===== config.mk =====
export PLATFORM = sky130hd
export DESIGN_NAME = ym_dbg_capture_flat
export DESIGN_NICKNAME = d
export VERILOG_FILES = /design/src/rtl/ym_dbg_pkg.sv /design/src/rtl/ym_dbg_capture_if.sv /design/src/rtl/ym_dbg_fifo.sv /design/src/rtl/ym_dbg_capture.sv /design/src/flat_wrapper.sv
export SDC_FILE = /design/constraint.sdc
export NUM_CORES = 1
export LEC_CHECK = 0
export ABC_AREA = 1
export ABC_CLOCK_PERIOD_IN_PS = 4200
export BUFFER_PORTS_ARGS = -buffer_cell sky130_fd_sc_hd__clkbuf_2
export CORE_MARGIN = 2
export CORE_UTILIZATION = 36
export CTS_CLUSTER_SIZE = 14
export DETAILED_ROUTE_END_ITERATION = 10
export SYNTH_ARGS = -nofsm -noshare
export SYNTH_HDL_FRONTEND = slang
export SYNTH_SLANG_ARGS = --single-unit

===== constraint.sdc =====
create_clock -name MCLK -period 4.2 [get_ports MCLK]
set_input_delay 0.42 -clock MCLK [delete_from_list [all_inputs] [get_ports MCLK]]
set_output_delay 0.42 -clock MCLK [all_outputs]
set_load 0.02 [all_outputs]

===== src/rtl/ym_dbg_pkg.sv =====
// ym_dbg_pkg: shared state encoding and width helper for the debug-readout capture path.
package ym_dbg_pkg;

    typedef enum logic {
        IDLE  = 1'b0,
        SHIFT = 1'b1
    } state_t;

    // Never returns less than 1 so single-entry fields stay legal vectors.
    function automatic int clog2(input int n);
        int r = 0;
        for (int v = n - 1; v > 0; v >>= 1) r++;
        return (r == 0) ? 1 : r;
    endfunction

endpackage


===== src/rtl/ym_dbg_capture_if.sv =====
// ym_dbg_capture_if: chain inputs, output word stream and status of the capture block.
interface ym_dbg_capture_if #(
    parameter int WORD_WIDTH = 16,
    parameter int WORDS      = 4
);
    localparam int IW = ym_dbg_pkg::clog2(WORDS);

    logic                  c1;
    logic                  c2;
    logic                  load;
    logic                  sdata;
    logic [WORD_WIDTH-1:0] out_data;
    logic [IW-1:0]         out_index;
    logic                  out_last;
    logic                  out_valid;
    logic                  out_ready;
    logic                  ovf_clr;
    logic                  overflow;
    logic                  frame_abort;
    logic                  busy;

    modport slave (
        input  c1, c2, load, sdata, out_ready, ovf_clr,
        output out_data, out_index, out_last, out_valid, overflow, frame_abort, busy
    );

    modport master (
        output c1, c2, load, sdata, out_ready, ovf_clr,
        input  out_data, out_index, out_last, out_valid, overflow, frame_abort, busy
    );
endinterface


===== src/rtl/ym_dbg_fifo.sv =====
// ym_dbg_fifo: synchronous FIFO; a push while full is accepted only alongside a pop.
module ym_dbg_fifo
    import ym_dbg_pkg::*;
#(
    parameter int WIDTH = 21,
    parameter int DEPTH = 4
) (
    input  logic             MCLK,
    input  logic             rst,
    input  logic             push,
    input  logic             pop,
    input  logic [WIDTH-1:0] wdata,
    output logic [WIDTH-1:0] rdata,
    output logic             full,
    output logic             empty
);
    localparam int AW = clog2(DEPTH);

    logic [AW:0]      wptr_q, rptr_q;
    logic [WIDTH-1:0] mem_q [DEPTH];
    logic             do_push, do_pop;

    assign empty   = wptr_q == rptr_q;
    assign full    = (wptr_q ^ rptr_q) == {1'b1, {AW{1'b0}}};
    assign do_pop  = pop && !empty;
    assign do_push = push && (!full || do_pop);
    assign rdata   = mem_q[rptr_q[AW-1:0]];

    // Storage is cleared too so the head reads as zero straight out of reset.
    always_ff @(posedge MCLK) begin
        if (!rst) begin
            wptr_q <= '0;
            rptr_q <= '0;
            for (int i = 0; i < DEPTH; i++) mem_q[i] <= '0;
        end else begin
            if (do_push) begin
                mem_q[wptr_q[AW-1:0]] <= wdata;
                wptr_q <= wptr_q + 1'b1;
            end
            if (do_pop) rptr_q <= rptr_q + 1'b1;
        end
    end
endmodule


===== src/rtl/ym_dbg_capture.sv =====
// ym_dbg_capture: deserialises the LSB-first debug chain stream into indexed words
// and queues them on a valid/ready port.
module ym_dbg_capture
    import ym_dbg_pkg::*;
#(
    parameter int WORD_WIDTH = 16,
    parameter int WORDS      = 4,
    parameter int FIFO_DEPTH = 4
) (
    input logic               MCLK,
    input logic               rst,
    ym_dbg_capture_if.slave   bus
);
    localparam int BW = clog2(WORD_WIDTH);
    localparam int IW = clog2(WORDS);
    localparam int FW = WORD_WIDTH + IW + 1;

    state_t                state_q;
    logic                  c1_q, abort_q, ovf_q;
    logic [BW-1:0]         bitcnt_q;
    logic [IW-1:0]         wordcnt_q;
    logic [WORD_WIDTH-1:0] shreg_q, shreg_d;
    logic                  tick, shifting, push, pop, full, empty, last_word;
    logic [FW-1:0]         head;
    logic                  unused_ok;

    assign unused_ok = ^{bus.c2, shreg_q[0]};
    assign tick      = bus.c1 && !c1_q;
    assign shifting  = state_q == SHIFT && tick && !bus.load;
    assign shreg_d   = {bus.sdata, shreg_q[WORD_WIDTH-1:1]};
    assign last_word = wordcnt_q == IW'(WORDS - 1);
    assign push      = shifting && bitcnt_q == BW'(WORD_WIDTH - 1);
    assign pop       = !empty && bus.out_ready;

    ym_dbg_fifo #(.WIDTH(FW), .DEPTH(FIFO_DEPTH)) u_fifo (
        .MCLK  (MCLK),
        .rst   (rst),
        .push  (push),
        .pop   (pop),
        .wdata ({shreg_d, wordcnt_q, last_word}),
        .rdata (head),
        .full  (full),
        .empty (empty)
    );

    assign {bus.out_data, bus.out_index, bus.out_last} = head;
    assign bus.out_valid   = !empty;
    assign bus.overflow    = ovf_q;
    assign bus.frame_abort = abort_q;
    assign bus.busy        = state_q == SHIFT;

    always_ff @(posedge MCLK) begin
        if (!rst) begin
            state_q   <= IDLE;
            c1_q      <= 1'b0;
            abort_q   <= 1'b0;
            ovf_q     <= 1'b0;
            bitcnt_q  <= '0;
            wordcnt_q <= '0;
            shreg_q   <= '0;
        end else begin
            c1_q    <= bus.c1;
            abort_q <= state_q == SHIFT && tick && bus.load;
            // A drop in the same cycle as a clear wins.
            ovf_q   <= (push && full && !pop) || (ovf_q && !bus.ovf_clr);
            if (tick && bus.load) begin
                state_q   <= SHIFT;
                bitcnt_q  <= '0;
                wordcnt_q <= '0;
            end else if (shifting) begin
                shreg_q  <= shreg_d;
                bitcnt_q <= push ? '0 : bitcnt_q + 1'b1;
                if (push) begin
                    wordcnt_q <= last_word ? '0 : wordcnt_q + 1'b1;
                    if (last_word) state_q <= IDLE;
                end
            end
        end
    end
endmodule


===== src/flat_wrapper.sv =====
// flat-port wrapper written by rule: the top's interface ports become plain ports
module ym_dbg_capture_flat import ym_dbg_pkg::*;
#(
    parameter int WORD_WIDTH = 16,
    parameter int WORDS      = 4,
    parameter int FIFO_DEPTH = 4
)
  (MCLK, rst, bus_c1, bus_c2, bus_load, bus_sdata, bus_out_ready, bus_ovf_clr, bus_out_data, bus_out_index, bus_out_last, bus_out_valid, bus_overflow, bus_frame_abort, bus_busy);
  ym_dbg_capture_if #(.WORD_WIDTH(WORD_WIDTH), .WORDS(WORDS)) bus_i ();
  input logic MCLK;
  input logic rst;
  input wire logic [$bits(bus_i.c1)-1:0] bus_c1;
  input wire logic [$bits(bus_i.c2)-1:0] bus_c2;
  input wire logic [$bits(bus_i.load)-1:0] bus_load;
  input wire logic [$bits(bus_i.sdata)-1:0] bus_sdata;
  input wire logic [$bits(bus_i.out_ready)-1:0] bus_out_ready;
  input wire logic [$bits(bus_i.ovf_clr)-1:0] bus_ovf_clr;
  output wire logic [$bits(bus_i.out_data)-1:0] bus_out_data;
  output wire logic [$bits(bus_i.out_index)-1:0] bus_out_index;
  output wire logic [$bits(bus_i.out_last)-1:0] bus_out_last;
  output wire logic [$bits(bus_i.out_valid)-1:0] bus_out_valid;
  output wire logic [$bits(bus_i.overflow)-1:0] bus_overflow;
  output wire logic [$bits(bus_i.frame_abort)-1:0] bus_frame_abort;
  output wire logic [$bits(bus_i.busy)-1:0] bus_busy;
  assign bus_i.c1 = bus_c1;
  assign bus_i.c2 = bus_c2;
  assign bus_i.load = bus_load;
  assign bus_i.sdata = bus_sdata;
  assign bus_i.out_ready = bus_out_ready;
  assign bus_i.ovf_clr = bus_ovf_clr;
  assign bus_out_data = bus_i.out_data;
  assign bus_out_index = bus_i.out_index;
  assign bus_out_last = bus_i.out_last;
  assign bus_out_valid = bus_i.out_valid;
  assign bus_overflow = bus_i.overflow;
  assign bus_frame_abort = bus_i.frame_abort;
  assign bus_busy = bus_i.busy;
  ym_dbg_capture #(.WORD_WIDTH(WORD_WIDTH), .WORDS(WORDS), .FIFO_DEPTH(FIFO_DEPTH)) u_core (.MCLK(MCLK), .rst(rst), .bus(bus_i));
endmodule

==> Yosys cells after proc, flatten, opt, wreduce, memory -nomap -nowiden <==
Memory sizes are Yosys's and may differ from the RTL's. A register that Yosys moved wholly into a read port is not among the register bits.
Cells that the tools add are included.
{ "totals": {"regBits": 32, "mem_bits_rw": 76, "out_inout_bits": 23, "word_cells": 64, "mem_count": 1} }
{ "mem_list": {"columns": ["memory", "words", "word_bits", "read_ports", "rd_ports_with_merged_regs", "wr", "line_no", "source"], "rows": [
  ["u_core.u_fifo.mem_q", 4, 19, 1, 1, 4, "ym_dbg_fifo.sv:20", "logic [WIDTH-1:0] mem_q [DEPTH];"]
]} }
{ "classes": {"add_sub_neg": 4, "n_eq_ne": 4, "n_mux": 15, "bitwise": 3, "n_reduce_logical": 28} }
{ "op_table": {"columns": ["cell", "count"], "rows": [
  ["19-bit two-way mux", 1],
  ["19-bit OR reduction", 1],
  ["1-bit logical AND", 12],
  ["1-bit two-way mux", 9],
  ["2-bit two-way mux", 4],
  ["3-bit by 1-bit adder with 3-bit output, second input constant", 2],
  ["1-bit logical NOT", 6],
  ["2-bit nonzero test", 3],
  ["4-bit by 1-bit adder with 4-bit output, second input constant", 1],
  ["4-bit equality test, second input constant", 1],
  ["4-bit two-way mux", 1],
  ["2-bit AND reduction", 2],
  ["3-bit equality test", 1],
  ["3-bit equality test, second input constant", 1],
  ["3-bit AND reduction", 1],
  ["3-bit XOR", 1],
  ["2-bit by 1-bit adder with 2-bit output, second input constant", 1],
  ["2-bit equality test, second input constant", 1],
  ["1-bit logical OR", 2],
  ["1-bit inverter", 2],
  ["2-bit OR reduction", 1]
]} }

==> Longest topological paths before layout <==
Gate-level depths: netlist of the first run.
{ "depth": {"word_depth": 11, "mapped_depth": 9, "ltp_nobuf": 9} }

==> Hierarchy <==
From an unflattened synthesis of the first run, not the netlist that was laid out.
{ "hier_totals": {"hier_cells": 500, "area_unflattened_um2": 5072.4} }
{ "modules_own_cells": {"columns": ["mod", "instances", "cells_each", "area_each_um2", "seq_area_each_um2"], "rows": [
  ["ym_dbg_fifo", 1, 357, 3968.8, 2442.3],
  ["ym_dbg_capture", 1, 143, 1103.6, 500.5]
]} }

==> Least setup slack after synthesis of the first run <==
OpenSTA, ideal clock, no wires.
{ "synth_path": {"path_kind": "flip-flop to flip-flop", "start": "register u_core.bitcnt_q[0]", "end": "memory u_core.u_fifo.mem_q[1][0] (netlist name), enable pin", "setup_time_ps": 421, "arrival_time_ps": 2524, "t_required_ps": 3779, "path_slack_ps": 1254, "path_stages_with_launch": 6, "synth_period_minus_slack_ps": 2946, "path_cell_list": "dfxtp_1 > ha_1 > nand3_1 > nor2_8 > nand4_4 > o21ai_0"} }
{ "synth_lines": {"columns": ["element", "line_no", "source"], "rows": [
  ["start: declaration", "ym_dbg_capture.sv:20", "logic [BW-1:0] bitcnt_q;"],
  ["start signal: assignment", "ym_dbg_capture.sv:72", "bitcnt_q <= push ? '0 : bitcnt_q + 1'b1;"],
  ["end: declaration", "ym_dbg_fifo.sv:20", null]
]} }

==> results, run 1 <==
- The count of routing violations after the opening detailed-route iteration is 249.
- The flow ran to the end, and the final reports show no timing, DRC or antenna violations.
- Compared with the post-synthesis result, the final layout area differs by 11.9%.
- Cells with a size suffix above 1 make up 21.8% of the layout.
- During placement, the flow inserted port buffers numbering 29.
- The number of search-and-repair iterations in the first detailed-routing pass is 5.
- The horizontal die dimension is 121 um.
- The most used flip-flop cell after synthesis is edfxtp_1.
- The starting density of the core is 36.9%.
- The total leakage power is 1.89 nW.
- Setup violations remaining at the end of the flow were counted as 0.
- The weighted congestion at the end of routability-driven global placement is 0.752.
- The kind of start point of the critical path is a flip-flop.
- The critical path contains buffers and inverters numbering 2 combined.
- STA classifies the critical path endpoint as a flip-flop.
- Walking the worst path, the cells encountered are inv_1 -> nor2_2 -> nand2_2 -> nor2_8 -> nand4_4 -> o21ai_1 -> buf_4.
- The final global-route overflow total is 0.
- In the synthesized netlist, the number of instances is 461.
- The remaining design rule violation count is 0.
- Hold repair after CTS inserted 0 buffers.
- For the worst-skew pair, the clock arrives at the later sink with an insertion delay of 0.35 ns.
- The cell type with the largest total area after synthesis is edfxtp_1.
- The category of the critical setup timing path is flip-flop to flip-flop.
- The worst hold-check path type is input pin to flip-flop.
- TritonCTS built the clock tree.
- Data on the critical path arrives at its endpoint at 2.97 ns.
- At the pin with the least slew margin, the transition time is 1.09 ns.
- In the post-synthesis netlist, the cell with the most instances is edfxtp_1.
- The async set-or-reset flop fraction in the synthesized netlist is 0%.
- In this run the number of H-tree levels came out at 3.
- The part of the Yosys area used for sequential elements is 60.2%.
- The required arrival time at the worst endpoint is 4.26 ns.
- Clock tree synthesis inserted a total of 9 buffers.
- Static timing analysis puts the maximum clock frequency at 0.344 GHz.
- Pin placement for this block handled 31 I/O pins.
- The sum of negative setup slack is 0 ns.
- The cell sitting at the root of the clock tree is a clkbuf_16.
- The number of antenna diodes in the final layout is 0.
- Post-CTS timing repair inserted 0 buffers for setup.
- The final core area utilization is 41.3%.
- Global routing used 15.1% of the available tracks across all layers.
- Of all nets on the critical path, the largest fanout is 35.
- The HPWL after detailed placement is 6280 um.
- The commonest cells after synthesis are edfxtp_1, nor2_1, o21ai_0.
- On the final layout, the worst clock skew is 0.00869 ns.
- The ratio of routed vias to standard cells is 5.01.
- The synthesized area per cell is 10.6 um2.
- For this design the ratio of total power to cell area is 421 nW/um2.
- The number of synthesized flops with an enable pin is 76.
- Entering global routing, the biggest net connects 39 pins.
- The count of clock tree sinks is 109.
- The biggest cell delay along the critical path is 0.77 ns.
- During synthesis, Yosys emitted a total of 0 warnings.
- The synthesized design devotes to its leading area cell type 46.7% of total area.
- The number of endpoints with negative hold slack in the final report is 0.
- The routed wire length is 10300 um.
- The buffer levels on the longest clock path is 2.
- The height of the die is 121 um.
- The worst vdd rail ir drop is 0.000212 V.
- Post-CTS repair changed the size of 0 cells.
- The via count of the first global-routing pass is 3236.
- The overall power is 0.00230 W.
- The worst slew margin relative to its limit is 27.0%.
- The detail route stage leaves a number of antenna-violating nets equal to 0.
- In this run the cell area of the synthesized design comes to 4890 um2.
- The clock-pin slew of the registers on the worst-case setup and hold paths is 0.07 ns.
- The die covers 14500 um2.
- After synthesis the netlist holds a flip-flop and latch count of 109.
- The smallest clock period supported by the final layout is computed as 2.91 ns.
- The initial antenna violation count is 0.
- After detailed routing, the average wire length per cell comes to 15.5 um.
- Dividing the final minimum period by the clock period gives 69.3%.
- The area of the core region is 13200 um2.
- The distinct cell type count of the synthesized netlist is 27.
- In this run the core area contains 42 standard-cell rows.
- The number of max-cap violations is 0.
- Fill cells in the final layout number 1309.
- The max-slew violation count came to 0.
- At the end of the flow, the number of nets in the layout was 493.
- The net count of the mapped netlist is 473.
- Setup repair after global routing left no endpoint under its margin.
- Broken down by cell family, the worst path's largest delay share belongs to simple AND/OR/NAND/NOR gates.
- The first global-routing pass estimated 16800 um of wire.
- The slowest cell on the critical path is o21ai_1.
- After synthesis, the cell types taking the most area are edfxtp_1, dfxtp_1, nor3_2.
- The number of vias in the routed layout is 3317.
- Across all hold checks on the routed design, the worst slack comes to 0.260 ns.
==> path summary, 6_finish.rpt <==
kind | start | end | slack (ns) | depth (start not counted)
setup reg to reg | u_core.bus.busy$_SDFFE_PN0P_ | u_core.u_fifo.mem_q[1][1]$_SDFFCE_PN0P_ | 1.29 | 7
hold reg to reg | u_core.bus.overflow$_SDFF_PN0_ | u_core.bus.overflow$_SDFF_PN0_ | 0.47 | 2
setup / recovery | u_core.bus.busy$_SDFFE_PN0P_ | u_core.u_fifo.mem_q[1][1]$_SDFFCE_PN0P_ | 1.29 | 7
hold / removal | bus_c1 | u_core.c1_q$_SDFF_PN0_ | 0.26 | 3
==> flip-flops by register name, summed over array words and instances, names as in the netlist, named ones only <==
register / cells
u_core.bitcnt_q: 4
u_core.bus.busy: 1
u_core.bus.frame_abort: 1
u_core.bus.overflow: 1
u_core.c1_q: 1
u_core.shreg_q: 15
u_core.u_fifo.mem_q: 76
u_core.u_fifo.rptr_q: 3
u_core.u_fifo.wptr_q: 3
u_core.wordcnt_q: 2
==> cell type report <==
type / instances / area [um2] / area share, %
Timing Repair Buffer: 39 / 220 / 4.03
Inverter: 40 / 150 / 2.75
Tap cell: 176 / 220 / 4.03
Clock buffer: 10 / 229 / 4.19
Sequential cell: 109 / 2940 / 53.8
Multi-Input combinational cell: 282 / 1630 / 29.9
Clock inverter: 6 / 71.3 / 1.30
==> logic make-up after synthesis <==
| family | count (synthesis) | share of synthesized area, % |
|---|---|---|
| AO/OA/AOI/OAI | 107 | 11.5 |
| XOR/XNOR | 2 | 0.359 |
| AND/OR/NAND/NOR | 169 | 20.5 |
| buffers and inverters | 70 | 6.38 |
| flip-flops | 109 | 60.2 |
| adder cells (fa/ha/maj) | 4 | 1.02 |
==> metal layers <==
layer | track usage (%) | up-vias | routed length (um)
met4 | 3.92 | 0 | 116
li1 | - | 1649 | -
met5 | 0 | - | 0
met3 | 3.92 | 10 | 510
met1 | 19.0 | 1590 | 4440
met2 | 25.8 | 68 | 5190
==> power by group <==
| part | total, W | switching [W] | internal, W |
|---|---|---|---|
| sequential | 0.00120 | 0.0000180 | 0.00118 |
| combinational | 0.000250 | 0.000177 | 0.0000732 |
| clock | 0.000854 | 0.000385 | 0.000469 |
==> placed cells by master (no fill, tap or decap), types with 3 or more instances in the layout <==
cell       instances
o22ai_1           19
o21ai_0           60
nor2_1            64
edfxtp_1          76
buf_4             10
clkbuf_2          29
nor3_2            38
inv_1             38
nand2_1           28
ha_1               4
nand3_1            7
nor2_2             3
clkbuf_16          9
dfxtp_1           33
a21oi_1           25
nor3_1            20
==> worst reg2reg max path, delay by kind of cell, from the launching register on <==
kind / cells / cell delay (ns)
flops: 1 / 0.37
buf+inv: 2 / 0.36
simple gates: 4 / 1.12
compound gates: 1 / 0.78
==> stage by stage <==
stage,instance area (um2),std cells,setup WS (ns)
3_3_place_gp,5160,646,1.14
2_1_floorplan,4890,461,1.25
4_1_cts,5470,662,1.22
5_1_grt,5470,662,0.981
3_5_place_dp,5160,646,1.10
6_report,5470,662,1.29
Power figures use the tool's default switching activity.
==> run 2, diff against run 1 <==
--- a/config.mk
+++ b/config.mk
@@ -6,7 +6,7 @@
 export NUM_CORES = 1
 export LEC_CHECK = 0
 export ABC_AREA = 1
-export ABC_CLOCK_PERIOD_IN_PS = 4200
+export ABC_CLOCK_PERIOD_IN_PS = 2900
 export BUFFER_PORTS_ARGS = -buffer_cell sky130_fd_sc_hd__clkbuf_2
 export CORE_MARGIN = 2
 export CORE_UTILIZATION = 36
==> constraint.sdc (replaced) <==
create_clock -name MCLK -period 2.9 [get_ports MCLK]
set_input_delay 0.29 -clock MCLK [delete_from_list [all_inputs] [get_ports MCLK]]
set_output_delay 0.29 -clock MCLK [all_outputs]
set_load 0.02 [all_outputs]
==> run 2 against run 1 <==
Core utilization is 0.30 points higher. Global-route usage is 0.19 points lower. Clock skew is 0.00085 ns higher. Final area is 0.73% higher. First-iteration DRC count is 8.0% higher. Sequential share of layout area is 0.39 points lower. Flip-flop and latch count stayed put. Register-to-register slack worse by 0.72 ns. Worst setup slack worse by 0.72 ns.
==> results, run 2 (synthesis gave the netlist of run 1 again) <==
- The post-CTS setup buffer count is 0 (unchanged).
- The worst hold slack is 0.138 ns (-0.122 ns).
- From synthesis to final layout, the design area changed by 12.7%.
- The power per standard cell area is 600 nW/um2 (+43%).
- The area of the core region is 13200 um2 (unchanged).
- The count of endpoints failing setup in the final report is 0 (unchanged).
- The total leakage power is 1.92 nW (+1.6%).
- The number of nets in the finished design was 499 (+1.2%).
- The global router's overall resource usage came to 14.9% (-0.19 points).
- The dominant delay contributor by cell family on the critical path is simple AND/OR/NAND/NOR gates.
- The via count of the first global-routing pass is 3333 (+3.0%).
- The number of rows in the core area is 42 (unchanged).
- The slowest cell on the critical path is inv_2.
- The die area came to 14500 um2 (unchanged).
- In the layout the commonest cells are edfxtp_1, nor2_1, o21ai_0, inv_1, nor3_2.
- The final core area utilization is 41.6% (+0.30 points).
- The hold-fix buffer count after cts is 0 (unchanged).
- The flip-flop count of the largest register, all copies and words added was 76 (unchanged).
- The initial antenna violation count is 0 (unchanged).
- The height of the die is 121 um (unchanged).
- The buffer levels on the longest clock path is 2 (unchanged).
- The signal on the critical path passes through inv_2 -> nand2_1 -> nand2_1 -> nor2_4 -> nand2_4 -> nand4_4 -> o21ai_1 -> buf_4.
- The post-route cell area is 5510 um2 (+0.73%).
- The starting density of the core is 36.9% (unchanged).
- The flow ran to the end, and the final reports show no timing, DRC or antenna violations.
- The number of routed nets with antenna violations is 0 (unchanged).
- The horizontal die dimension is 121 um (unchanged).
- The largest fanout on the critical path was 23 (-34%).
- In the final layout, the registers with the most flip-flops are u_core.u_fifo.mem_q: 76 flops, u_core.shreg_q: 15 flops, u_core.bitcnt_q: 4 flops.
- The worst hold path belongs to the class input pin to flip-flop.
- The number of vias in the routed layout is 3277 (-1.2%).
- The clock tree from TritonCTS is done.
- The number of antenna cells inserted is 0 (unchanged).
- The highest clock frequency the design can meet came to 0.429 GHz (+25%).
- The routed wire length is 10200 um (-0.91%).
- The remaining design rule violation count was 0 (unchanged).
- The number of max-cap violations was 0 (unchanged).
- The count of clock tree sinks is 109 (unchanged).
- The weighted congestion at the end of routability-driven global placement is 0.780 (+3.7%).
- The number of endpoints with negative hold slack in the final report is 0 (unchanged).
- The required arrival time at the worst endpoint is 2.94 ns (-1.32 ns).
- The cell sitting at the root of the clock tree is a clkbuf_16.
- The worst slack at placement is 0.557 ns (-0.544 ns).
- The total of buffers placed on input and output ports came to 29 (unchanged).
- The number of H-tree levels is 3 (unchanged).
- The endpoint kind of the worst setup timing path is a flip-flop.
- The number of clock buffers inserted by TritonCTS came to 9 (unchanged).
- The area of placed instances is 5210 um2 (+0.87%).
- The most frequent standard cell in the layout excluding fill and tap cells is edfxtp_1.
- The number of search-and-repair iterations in the first detailed-routing pass is 4 (-1).
- The biggest cell delay along the critical path is 0.37 ns (-0.40 ns).
- Counting stages on the worst path, the most repeated cell is nand2_1.
- The first-pass GRT wire length was 16800 um (-0.53%).
- The clock insertion delay at the later pin of the skew report is 0.35 ns (about the same).
- The endpoint arrival time on the critical path was 2.37 ns (-0.60 ns).
- The buffer and inverter count on the worst path is 2 (unchanged).
- The worst slew margin relative to its limit came to 39.2% (+12 points).
- The max-slew violation count was 0 (unchanged).
- The sum of negative setup slack is 0 ns (unchanged).
- The detail-routed net length per standard cell is 15.2 um (-1.8%).
- The clock-pin slew of the registers on the worst-case setup and hold paths is 0.07 ns (about the same).
- The total of cells resized after clock tree synthesis is 0 (unchanged).
- Setup repair after global routing left no endpoint under its margin.
- The minimum period implied by the final worst setup slack was 2.33 ns (-0.582 ns).
- The final period utilization is 80.3% (+11 points).
- The worst vdd rail ir drop is 0.000358 V (+69%).
- The critical path is of the flip-flop to flip-flop type.
- The worst-margin pin slew was 0.912 ns (-0.182 ns).
- The share of cells above drive strength 1 is 23.0% (+1.2 points).
- The worst setup path is launched from a flip-flop.
- The number of ports placed on the die boundary came to 31 (unchanged).
- The final worst-path setup slack is 0.571 ns (-0.718 ns).
- The count of routing violations after the opening detailed-route iteration is 269 (+8.0%).
- The ratio of routed vias to standard cells is 4.91 (-2.1%).
- The total half-perimeter wirelength after legalization and detailed placement is 6400 um (+2.0%).
- More flip-flops sit in one register than any other, and that register is u_core.u_fifo.mem_q.
- The maximum number of pins on one net before global-route repair was 39 (unchanged).
- The post-route clock skew is 0.00954 ns (+0.000848 ns).
- The final global-route overflow total is 0 (unchanged).
-- run 2: worst paths after layout --
check                                  startpoint                                      end  slack, ns  cells after the start
max          u_core.u_fifo.wptr_q[1]$_SDFFE_PN0P_  u_core.u_fifo.mem_q[1][6]$_SDFFCE_PN0P_       0.57                      8
min                                        bus_c1                   u_core.c1_q$_SDFF_PN0_       0.14                      3
max reg2reg  u_core.u_fifo.wptr_q[1]$_SDFFE_PN0P_  u_core.u_fifo.mem_q[1][6]$_SDFFCE_PN0P_       0.57                      8
min reg2reg          u_core.bus.busy$_SDFFE_PN0P_        u_core.bus.frame_abort$_SDFF_PN0_       0.47                      2
-- run 2: worst reg2reg max path, delay by kind of cell (launching register included) --
| family | cells | cell delay [ns] |
|---|---|---|
| compound gates | 1 | 0.31 |
| buf+inv | 2 | 0.64 |
| flops | 1 | 0.34 |
| simple gates | 5 | 0.74 |
-- run 2: power by group --
group	total (W)	internal (W)	switching (W)
clock	0.00120	0.000640	0.000559
sequential	0.00173	0.00171	0.0000215
combinational	0.000376	0.000114	0.000262
total	0.00330	0.00246	0.000843
-- run 2: routing by layer --
metal / vias to the layer above / global-route usage, % / share of wire (%)
met2: 70 / 25.0 / 50
li1: 1661 / - / -
met1: 1531 / 19.6 / 44
met4: 0 / 6.32 / 1.9
met5: - / 0 / 0
met3: 15 / 1.75 / 4.0
-- run 2: stage by stage --
step / total power (W) / cells
final: 0.00330 / 668
after global routing: 0.00344 / 668
after CTS: 0.00333 / 668
after detailed placement: 0.00215 / 652
after global placement: 0.00214 / 652
after floorplan: 0.00201 / 461
-- run 2: layout make-up --
cell class                 count  area, um2
clock buffer                  10        250
clock inverter                 6       45.0
fill                        1302       7740
inverter                      40        150
multi-input combinational    282       1630
sequential                   109       2940
tap                          176        220
timing repair buffer          45        265
